## src/rtl/tsn_eth_pkg.sv

```systemverilog
// Shared Ethernet framing types and constants for the TSN port datapath.
// No logic; types and constants only.
// Not applicable (no handshake).
package tsn_eth_pkg;

  typedef enum logic [2:0] {
    ST_IDLE,
    ST_PREAMBLE,
    ST_SFD,
    ST_DATA,
    ST_PAD,
    ST_FCS,
    ST_IFG
  } state_t;

  localparam logic [7:0]  PREAMBLE_BYTE   = 8'h55;
  localparam logic [7:0]  SFD_BYTE        = 8'hD5;
  localparam int          MIN_FRAME_NOFCS = 60;
  localparam logic [31:0] CRC_INIT        = 32'hFFFFFFFF;
  localparam logic [31:0] CRC_RESIDUE     = 32'hC704DD7B;
  // 0x04C11DB7 bit-reversed, for the LSB-first shift form
  localparam logic [31:0] CRC_POLY_REFL   = 32'hEDB88320;

endpackage

```

## src/rtl/rgmii_tx_framer_if.sv

```systemverilog
// Byte-stream handshake into the TX framer (valid/ready/last).
// No logic; wiring only.
// Byte moves on s_valid & s_ready; source holds data while s_ready is low.
interface rgmii_tx_framer_if;
  logic [7:0] s_data;
  logic       s_valid;
  logic       s_last;
  logic       s_ready;

  modport master (output s_data, output s_valid, output s_last, input  s_ready);
  modport slave  (input  s_data, input  s_valid, input  s_last, output s_ready);
endinterface

```

## src/rtl/eth_crc32_d8.sv

```systemverilog
// Next-state of the IEEE 802.3 reflected CRC32 for one byte, LSB first.
// Purely combinational, zero cycles.
// No handshake; caller decides when to register the result.
module eth_crc32_d8
  import tsn_eth_pkg::*;
(
  input  logic [31:0] crc_in,
  input  logic [7:0]  data,
  output logic [31:0] crc_out
);

  logic [31:0] c;

  // Shift the eight data bits through the reflected polynomial, bit 0 first
  always_comb begin
    c = crc_in;
    for (int i = 0; i < 8; i++) begin
      if (c[0] ^ data[i]) c = (c >> 1) ^ CRC_POLY_REFL;
      else                c = c >> 1;
    end
    crc_out = c;
  end

endmodule

```

## src/rtl/rgmii_tx_framer.sv

```systemverilog
// Frames a byte stream into preamble/SFD/data/pad/FCS/IFG on an SDR MII/GMII bus.
// Accepted byte appears on txd one clk after the handshake; outputs registered.
// s_ready only at slot starts in DATA; a missing byte aborts the frame with tx_er.
module rgmii_tx_framer
  import tsn_eth_pkg::*;
#(
  parameter int IFG_BYTES      = 12,
  parameter int PREAMBLE_BYTES = 7,
  parameter int ADD_FCS        = 1,
  parameter int PAD_EN         = 1,
  parameter int CNT_W          = 16
) (
  input  logic                 clk,
  input  logic                 rst_n,
  input  logic                 giga_mode,
  rgmii_tx_framer_if.slave     s,
  output logic [7:0]           txd,
  output logic                 tx_en,
  output logic                 tx_er,
  output logic                 busy,
  output logic [CNT_W-1:0]     frame_cnt,
  output logic [CNT_W-1:0]     underrun_cnt
);

  state_t            state, state_n;
  logic              phase, phase_n;       // 1 = high-nibble clk of a nibble slot
  logic              mode_giga, mode_n;    // mode latched at frame start
  logic              drain, drain_n;       // discarding the rest of an aborted frame
  logic              aborted, aborted_n;
  logic              last_rdy;
  logic [15:0]       cnt, cnt_n, cnt_inc;  // preamble / data / FCS / IFG slot counter
  logic [31:0]       crc, crc_n, crc_next, fcs_word;
  logic [7:0]        crc_din;
  logic [3:0]        hi_nib, hi_nib_n;
  logic [7:0]        txd_n;
  logic              tx_en_n, tx_er_n;
  logic [CNT_W-1:0]  frame_cnt_n, underrun_cnt_n;
  logic              slot_load, slot_nib, slot_en, slot_er;
  logic [7:0]        slot_byte;
  logic              data_rdy, drain_rdy, rdy;

  // Data bytes saturate so very long frames never look short to the pad check
  assign cnt_inc  = (cnt == 16'hFFFF) ? cnt : cnt + 16'd1;
  assign fcs_word = ~crc;
  assign crc_din  = (state == ST_DATA) ? s.s_data : 8'h00;

  // Ready depends on registers only; the drain path alternates in nibble mode
  assign data_rdy  = (state == ST_DATA) && !phase;
  assign drain_rdy = drain && (state == ST_IDLE || state == ST_IFG) && !(last_rdy && !mode_giga);
  assign rdy       = data_rdy | drain_rdy;
  assign s.s_ready = rdy;
  assign busy      = (state != ST_IDLE);

  eth_crc32_d8 u_crc (
    .crc_in  (crc),
    .data    (crc_din),
    .crc_out (crc_next)
  );

  // Slot decisions at phase 0: choose the next byte, advance the frame state
  always_comb begin
    state_n        = state;
    phase_n        = phase;
    mode_n         = mode_giga;
    drain_n        = drain;
    aborted_n      = aborted;
    cnt_n          = cnt;
    crc_n          = crc;
    hi_nib_n       = hi_nib;
    txd_n          = txd;
    tx_en_n        = tx_en;
    tx_er_n        = tx_er;
    frame_cnt_n    = frame_cnt;
    underrun_cnt_n = underrun_cnt;
    slot_load      = 1'b0;
    slot_nib       = !mode_giga;
    slot_en        = 1'b0;
    slot_er        = 1'b0;
    slot_byte      = 8'h00;

    if (!phase) begin
      slot_load = 1'b1;
      case (state)
        ST_IDLE: begin
          slot_nib = 1'b0;
          if (s.s_valid && !drain) begin
            mode_n    = giga_mode;
            slot_nib  = !giga_mode;
            slot_en   = 1'b1;
            slot_byte = PREAMBLE_BYTE;
            aborted_n = 1'b0;
            cnt_n     = 16'd1;
            state_n   = (PREAMBLE_BYTES == 1) ? ST_SFD : ST_PREAMBLE;
          end
        end
        ST_PREAMBLE: begin
          slot_en   = 1'b1;
          slot_byte = PREAMBLE_BYTE;
          cnt_n     = cnt_inc;
          if (cnt_inc == 16'(PREAMBLE_BYTES)) state_n = ST_SFD;
        end
        ST_SFD: begin
          slot_en   = 1'b1;
          slot_byte = SFD_BYTE;
          crc_n     = CRC_INIT;
          cnt_n     = 16'd0;
          state_n   = ST_DATA;
        end
        ST_DATA: begin
          slot_en = 1'b1;
          if (s.s_valid) begin
            slot_byte = s.s_data;
            crc_n     = crc_next;
            cnt_n     = cnt_inc;
            if (s.s_last) begin
              if ((PAD_EN != 0) && (cnt_inc < 16'(MIN_FRAME_NOFCS))) begin
                state_n = ST_PAD;
              end else begin
                cnt_n   = 16'd0;
                state_n = (ADD_FCS != 0) ? ST_FCS : ST_IFG;
              end
            end
          end else begin
            // Source ran dry mid-frame: one error slot, then abandon the frame
            slot_er        = 1'b1;
            underrun_cnt_n = underrun_cnt + 1'b1;
            aborted_n      = 1'b1;
            drain_n        = 1'b1;
            cnt_n          = 16'd0;
            state_n        = ST_IFG;
          end
        end
        ST_PAD: begin
          slot_en = 1'b1;
          crc_n   = crc_next;
          cnt_n   = cnt_inc;
          if (cnt_inc >= 16'(MIN_FRAME_NOFCS)) begin
            cnt_n   = 16'd0;
            state_n = (ADD_FCS != 0) ? ST_FCS : ST_IFG;
          end
        end
        ST_FCS: begin
          slot_en   = 1'b1;
          slot_byte = fcs_word[{cnt[1:0], 3'b000} +: 8];
          cnt_n     = cnt_inc;
          if (cnt[1:0] == 2'd3) begin
            cnt_n   = 16'd0;
            state_n = ST_IFG;
          end
        end
        ST_IFG: begin
          cnt_n = cnt_inc;
          if (cnt_inc == 16'(IFG_BYTES)) begin
            cnt_n   = 16'd0;
            state_n = ST_IDLE;
            if (!aborted) frame_cnt_n = frame_cnt + 1'b1;
          end
        end
        default: state_n = ST_IDLE;
      endcase
    end

    if (drain_rdy && s.s_valid && s.s_last) drain_n = 1'b0;

    if (slot_load) begin
      txd_n    = slot_nib ? {4'h0, slot_byte[3:0]} : slot_byte;
      hi_nib_n = slot_byte[7:4];
      tx_en_n  = slot_en;
      tx_er_n  = slot_er;
      phase_n  = slot_nib;
    end else begin
      txd_n    = {4'h0, hi_nib};
      phase_n  = 1'b0;
    end
  end

  // State and registered outputs; reset drops the bus immediately
  always_ff @(posedge clk or negedge rst_n) begin
    if (!rst_n) begin
      state        <= ST_IDLE;
      phase        <= 1'b0;
      mode_giga    <= 1'b0;
      drain        <= 1'b0;
      aborted      <= 1'b0;
      last_rdy     <= 1'b0;
      cnt          <= 16'd0;
      crc          <= CRC_INIT;
      hi_nib       <= 4'h0;
      txd          <= 8'h00;
      tx_en        <= 1'b0;
      tx_er        <= 1'b0;
      frame_cnt    <= '0;
      underrun_cnt <= '0;
    end else begin
      state        <= state_n;
      phase        <= phase_n;
      mode_giga    <= mode_n;
      drain        <= drain_n;
      aborted      <= aborted_n;
      last_rdy     <= rdy;
      cnt          <= cnt_n;
      crc          <= crc_n;
      hi_nib       <= hi_nib_n;
      txd          <= txd_n;
      tx_en        <= tx_en_n;
      tx_er        <= tx_er_n;
      frame_cnt    <= frame_cnt_n;
      underrun_cnt <= underrun_cnt_n;
    end
  end

endmodule

```

## src/flat_wrapper.sv

```systemverilog
// flat-port wrapper written by rule: the top's interface ports become plain ports
module rgmii_tx_framer_flat import tsn_eth_pkg::*;
#(
  parameter int IFG_BYTES      = 12,
  parameter int PREAMBLE_BYTES = 7,
  parameter int ADD_FCS        = 1,
  parameter int PAD_EN         = 1,
  parameter int CNT_W          = 16
)
  (clk, rst_n, giga_mode, txd, tx_en, tx_er, busy, frame_cnt, underrun_cnt, s_s_data, s_s_valid, s_s_last, s_s_ready);
  rgmii_tx_framer_if s_i ();
  input  logic clk;
  input  logic rst_n;
  input  logic giga_mode;
  output logic [7:0] txd;
  output logic tx_en;
  output logic tx_er;
  output logic busy;
  output logic [CNT_W-1:0] frame_cnt;
  output logic [CNT_W-1:0] underrun_cnt;
  input wire logic [$bits(s_i.s_data)-1:0] s_s_data;
  input wire logic [$bits(s_i.s_valid)-1:0] s_s_valid;
  input wire logic [$bits(s_i.s_last)-1:0] s_s_last;
  output wire logic [$bits(s_i.s_ready)-1:0] s_s_ready;
  assign s_i.s_data = s_s_data;
  assign s_i.s_valid = s_s_valid;
  assign s_i.s_last = s_s_last;
  assign s_s_ready = s_i.s_ready;
  rgmii_tx_framer #(.IFG_BYTES(IFG_BYTES), .PREAMBLE_BYTES(PREAMBLE_BYTES), .ADD_FCS(ADD_FCS), .PAD_EN(PAD_EN), .CNT_W(CNT_W)) u_core (.clk(clk), .rst_n(rst_n), .giga_mode(giga_mode), .s(s_i), .txd(txd), .tx_en(tx_en), .tx_er(tx_er), .busy(busy), .frame_cnt(frame_cnt), .underrun_cnt(underrun_cnt));
endmodule
```

## config.mk

```make
export PLATFORM = sky130hd
export DESIGN_NAME = rgmii_tx_framer_flat
export DESIGN_NICKNAME = d
export VERILOG_FILES = /design/src/rtl/tsn_eth_pkg.sv /design/src/rtl/rgmii_tx_framer_if.sv /design/src/rtl/eth_crc32_d8.sv /design/src/rtl/rgmii_tx_framer.sv /design/src/flat_wrapper.sv
export SDC_FILE = /design/constraint.sdc
export NUM_CORES = 1
export LEC_CHECK = 0
export ABC_AREA = 1
export CORE_ASPECT_RATIO = 0.9
export CORE_MARGIN = 2
export CORE_UTILIZATION = 55
export DETAILED_ROUTE_END_ITERATION = 6
export GPL_ROUTABILITY_DRIVEN = 0
export HOLD_SLACK_MARGIN = 0.06
export PLACE_DENSITY = 0.74
export SLEW_MARGIN = 20
export SYNTH_ARGS = -nofsm -noshare
export SYNTH_HDL_FRONTEND = slang
export SYNTH_SLANG_ARGS = --single-unit
```

## constraint.sdc

```tcl
create_clock -name clk -period 2.4 [get_ports clk]
set_input_delay 0.6 -clock clk [delete_from_list [all_inputs] [get_ports clk]]
set_output_delay 0.6 -clock clk [all_outputs]
set_load 0.02 [all_outputs]
```

[Word-level counts from Yosys, hierarchy flattened]
Index checks and enable logic that the tools add are counted.
W data, S select, Z words.
Word-level totals
  output and inout bits: 44
  flip-flop bits (word level): 102
  logic and storage cells: 137
  bits of input ports: 13
Cells by class
  multiplexer cells: 48
  equal/unequal tests: 20
  shift operators: 1
  reductions and logical operators: 28
  magnitude comparators: 2
  bitwise logic cells: 21
  $add $sub $neg: 3
Operators by type and width (count)
  $mux W32: 9
  $mux W16: 8
  $not A13 Y14: 8
  $pmux W16 S7: 1
  $pmux W32 S3: 1
  $add A16 B1 Y16 const B: 3
  $pmux W8 S5: 1
  $mux W8: 4
  $not A32 Y32: 1
  $shiftx A32 B6 Y8: 1
  $mux W3: 7
  $pmux W3 S7: 1
  $eq A16 B16 Y1 const B: 1
  $eq A16 B3 Y1 const B: 1
  $eq A16 B4 Y1 const B: 1
  $ge A16 B6 Y1 const B: 1
  $lt A16 B6 Y1 const B: 1
  $reduce_and A3 Y1: 5
  $mux W1: 13
  $ne A2 B2 Y1 const B: 5
  $eq A3 B3 Y1 const B: 3
  $ne A2 B1 Y1 const B: 4
  $reduce_and A4 Y1: 2
  $xor A1 B1 Y1: 8
  17 further kinds: 33

[Longest topological paths before layout]
  depth after elaboration: 20
  mapped depth: 16

[Hierarchy]
From an unflattened synthesis, not the netlist that was laid out.
Unflattened totals
  cell total of the unflattened synthesis: 924
  area total of the unflattened synthesis: 6988.0 um2
Modules (own cells, without submodules)
  rgmii_tx_framer: area each 5754.3 um2, times used 1, cells each 729
  eth_crc32_d8: area each 1233.7 um2, times used 1, cells each 195

[Worst setup path after synthesis]
Ideal clock, no wire load.
  path kind: register to register
  start point: register u_core.cnt[0]
  end point: register u_core.cnt[1]
  buffers on the path: 2
  stages on the path, launching flop included: 14
  setup time: 132 ps
  data arrival time: 2042 ps
  period minus slack after synthesis: 2174 ps
  setup slack: 226 ps
  required time: 2268 ps
  cell sequence: dfrtp_1 -> ha_1 -> nand3_1 -> nor2_2 -> nand2_2 -> buf_2 -> nand3_2 -> nor2_4 -> nand3_2 -> a21oi_2 -> nand4_1 -> buf_4 -> nand2_1 -> o21ai_1
On the way
  longest elaborated chain between the ends: 7
RTL lines
  start: declaration: line rgmii_tx_framer.sv:31  | logic [15:0] cnt, cnt_n, cnt_inc;
  start signal: assignment: line rgmii_tx_framer.sv:201  | cnt <= cnt_n;
  $add A16 B1 Y16 or $eq A16 B16 Y1 (tied branches): line rgmii_tx_framer.sv:43  | assign cnt_inc = (cnt == 16'hFFFF) ? cnt : cnt + 16'd1;
  $mux W16: line rgmii_tx_framer.sv:43
  $lt A16 B6 Y1: line rgmii_tx_framer.sv:116  | if ((PAD_EN != 0) && (cnt_inc < 16'(MIN_FRAME_NOFCS))) begin
  $mux W16: line rgmii_tx_framer.sv:116
  $mux W16: line rgmii_tx_framer.sv:115  | if (s.s_last) begin
  $mux W16: line rgmii_tx_framer.sv:111  | if (s.s_valid) begin
  $pmux W16 S7 (*): line rgmii_tx_framer.sv:83  | case (state)
Every way passes the cells marked *; elsewhere a longest branch is shown, timed or not.
A chain may end at the register's enable or synchronous reset.

[Worst setup path after layout]
  start point: register u_core.cnt[0]
  end point: register u_core.cnt[3]
The elaborated chain is that of the path after synthesis.

==> impl_metrics.tcl <==
set metrics [dict create \
    netlist.area_leader.share_pct 25.7 \
    worstMarginPinSlew_ns 0.594 \
    seq_area_frac_synth_pct 38.0 \
    hold_buffers 0 \
    ys_warn_count 0 \
    die_h_um 110 \
    p_leak_nw 4.01 \
    root_buffer "clkbuf_16" \
    cp_top_family "simple AND/OR/NAND/NOR gates" \
    slew_viol_final 0 \
    ff2ff_setup_slack_ns -0.0006 \
    synth-seq-cells 102 \
    grtUsageTotal_pct 27.0 \
    core_area_sq_um 12100 \
    cts_sinks 102 \
    synth_cells 889 \
    ys_types 46 \
    ant_nets 0 \
    setup_slack_ns -0.000604 \
    antenna_found_initial 0 \
    finalHoldViolations 0 \
    layout_min_cycle_time_ns 2.40 \
    setup_viol 1 \
    finClkSkew_ns 0.00707 \
    muxShareOfSynthArea_pct 0 \
    maxSlewHeadroom_pct 60.4 \
    tritoncts "yes" \
    syn_area_sq_um 6820 \
    fill_cells 944 \
    worstPathRequired_ns 2.68 \
    final_layout_size_suffix_gt1_share_pct 25.8 \
    worstPathMaxFanout 10 \
    hold_class "primary input to async pin" \
    syn2layout_area_growth_pct 27.3 \
    cp_data_arrival_time_ns 2.68 \
    routed_wl_um 17900 \
    synth_top_family_by_area "simple AND/OR/NAND/NOR gates" \
    critical-path-slowest-cell "dfrtp_2" \
    path_cells "ha_4 > nand3_4 > nor2_4 > nand2_4 > buf_6 > nand4_1 > nor2_2 > buf_4 > and2_4 > nand3_2 > nand4_1 > buf_6 > nand2_2 > o21ai_1" \
    vias 6327 \
    synth_enable_flop_cells 0 \
    powerDensity_nw_per_um2 1130 \
    drv_cap 0 \
    violations "negative setup slack" \
    hold_ws_ns 0.276 \
    vdd_drop_max_mv 1.01 \
    final_core_util_pct 71.9 \
    fmax_ghz 0.417 \
    floorplan.rows 38 \
    gr-total-overflow 0 \
    grt_pass1_vias 5848 \
    drt-initial-drc-count 350 \
    cp-end-kind "flop" \
    synth_most_common_cell "nand2_1" \
    grt_max_degree 103 \
    crit_cells 14 \
    ios 57 \
    synth_area_leaders "dfrtp_1 (26%), dfstp_2 (12%), nand2_1 (9.1%)" \
    yosys_most_used_dff "dfrtp_1" \
    rsz0062_at_grt "true" \
    setup-tns-final_ns -0.000604 \
    startpoint_type "flop" \
    ff2ff_path_depth 14 \
    avgSynthCellArea_sq_um 7.68 \
    grt_pass1_wl_um 28400 \
    critPathBufInv 3 \
    syn-num-nets 906 \
    dp_hpwl_um 12700 \
    ys_async_sr_fraction_pct 100 \
    drt-vias-per-instance 5.31 \
    endpoint "u_core.cnt[3]$_DFFE_PN0P_" \
    synth_fa_ha_area_share_pct 0.733 \
    post_drt_wl_per_cell_um 15.0 \
    status "finished, violations left" \
    synth-xor-area-share_pct 11.8 \
    die_x_um 121 \
    drt_first_pass_iters 5 \
    synthSimpleGateAreaFrac_pct 26.3 \
    nets 1043 \
    cts_inserted_buffers 9 \
    cts-htree-levels 3 \
    r2r-end "u_core.cnt[3]$_DFFE_PN0P_" \
    synth_compound_area_share_pct 13.2 \
    path_class "flop to flop" \
    fin_crit_sh_pct 100 \
    portBuffers 56 \
    antennaDiodeCount 0 \
    r2r-start "u_core.cnt[0]$_DFFE_PN0P_" \
    ctsLongestPathBuffers 2 \
    crit_start "u_core.cnt[0]$_DFFE_PN0P_" \
    yosysTopAreaCell "dfrtp_1" \
    synth_common_cells "nand2_1 (166), inv_1 (135), nor2_1 (80)" \
    cpPeakStageDelay_ns 0.44 \
    route.detailed.drc 0 \
    clk_pin_slew_ns 0.07 \
    die-area_sq_um 13300 \
    clk_latency_ns 0.36 \
    initial_utilization_pct 56.5 \
]
[flip-flops by register name, indices dropped and copies added (netlist names)]
register,cells
u_core.aborted,1
u_core.cnt,16
u_core.crc,32
u_core.drain,1
u_core.frame_cnt,16
u_core.hi_nib,4
u_core.last_rdy,1
u_core.mode_giga,1
u_core.phase,1
u_core.state,3
u_core.tx_en,1
u_core.tx_er,1
u_core.txd,8
u_core.underrun_cnt,16
[power by group]
group | switching, mW | internal (mW)
clock network | 0.685 | 0.817
registers | 0.351 | 2.26
logic | 3.32 | 2.35
[how the worst min path moves through the flow]
stage | startpoint | endpoint | slack (ns) | cells after the start
after CTS | rst_n | u_core.txd[2]$_DFF_PN0_ | 0.34 | 2
after global placement | u_core.underrun_cnt[15]$_DFFE_PN0P_ | u_core.underrun_cnt[15]$_DFFE_PN0P_ | 0.45 | 1
after floorplan | rst_n | u_core.aborted$_DFFE_PN0P_ | 0.30 | 0
after detailed placement | u_core.underrun_cnt[15]$_DFFE_PN0P_ | u_core.underrun_cnt[15]$_DFFE_PN0P_ | 0.46 | 1
after global routing | rst_n | u_core.cnt[9]$_DFFE_PN0P_ | 0.35 | 2
final | rst_n | u_core.cnt[5]$_DFFE_PN0P_ | 0.28 | 2
[routing by layer]
metal	vias up	global-route usage, %	part of all wire (%)
li1	3121	-	-
met1	3013	36.3	45
met2	157	43.7	48
met3	36	5.91	4.6
met4	0	9.28	2.4
met5	-	0	0
[stage by stage]
step	area [sq um]	power (mW)	cells	setup slack, ns
2_1_floorplan	6820	6.02	889	0.226
3_3_place_gp	8100	7.81	1166	-0.0675
3_5_place_dp	8100	7.91	1166	-0.119
4_1_cts	8400	9.44	1182	0.0253
5_1_grt	8680	10.5	1191	-0.0959
6_report	8680	9.78	1191	-0.000604
[placed cells by master (no fill, tap or decap), types with 3 or more instances in the layout]
master,n
a211oi_1,3
a21oi_1,31
buf_12,4
buf_4,84
buf_6,5
clkbuf_16,9
clkdlybuf4s50_1,53
dfrtp_1,65
dfrtp_2,5
dfstp_2,32
inv_1,134
inv_2,10
nand2_1,153
nand2_2,34
nand2_4,5
nand3_1,44
nand3_2,5
nand3_4,4
nand4_1,21
nor2_1,75
nor2_2,13
nor2_4,8
nor3_1,6
nor4_1,7
o211ai_1,5
o21ai_0,50
o21ai_1,18
o21ai_2,19
o22ai_1,17
or2_1,3
xnor2_1,24
xor2_1,44
xor2_2,6
xor2_4,3
[area by class of cell]
class / count / area (sq um) / area share (%)
Multi-Input combinational cell: 620 / 3730 / 42.9
Sequential cell: 102 / 2600 / 29.9
Timing Repair Buffer: 147 / 1310 / 15.0
Inverter: 146 / 553 / 6.37
Clock buffer: 10 / 229 / 2.64
Tap cell: 160 / 200 / 2.31
Clock inverter: 6 / 71.3 / 0.821
[kinds of logic (layout without fill, tap and decap cells)]
family          after synthesis  after routing
compound gates              153            153
xor+xnor                     80             80
fa+ha+maj                     4              4
buf+inv                     167            309
flops                       102            102
simple gates                383            383
[repair_timing]
| item | in CTS | in global routing |
|---|---|---|
| gates resized for setup | 8 | 54 |
| pin swaps | 0 | 14 |
| gates cloned | 0 | 1 |
| setup buffers | 0 | 8 |
| setup endpoints to repair | 4 | 51 |
No activity file was read; power rests on OpenSTA's default activity.
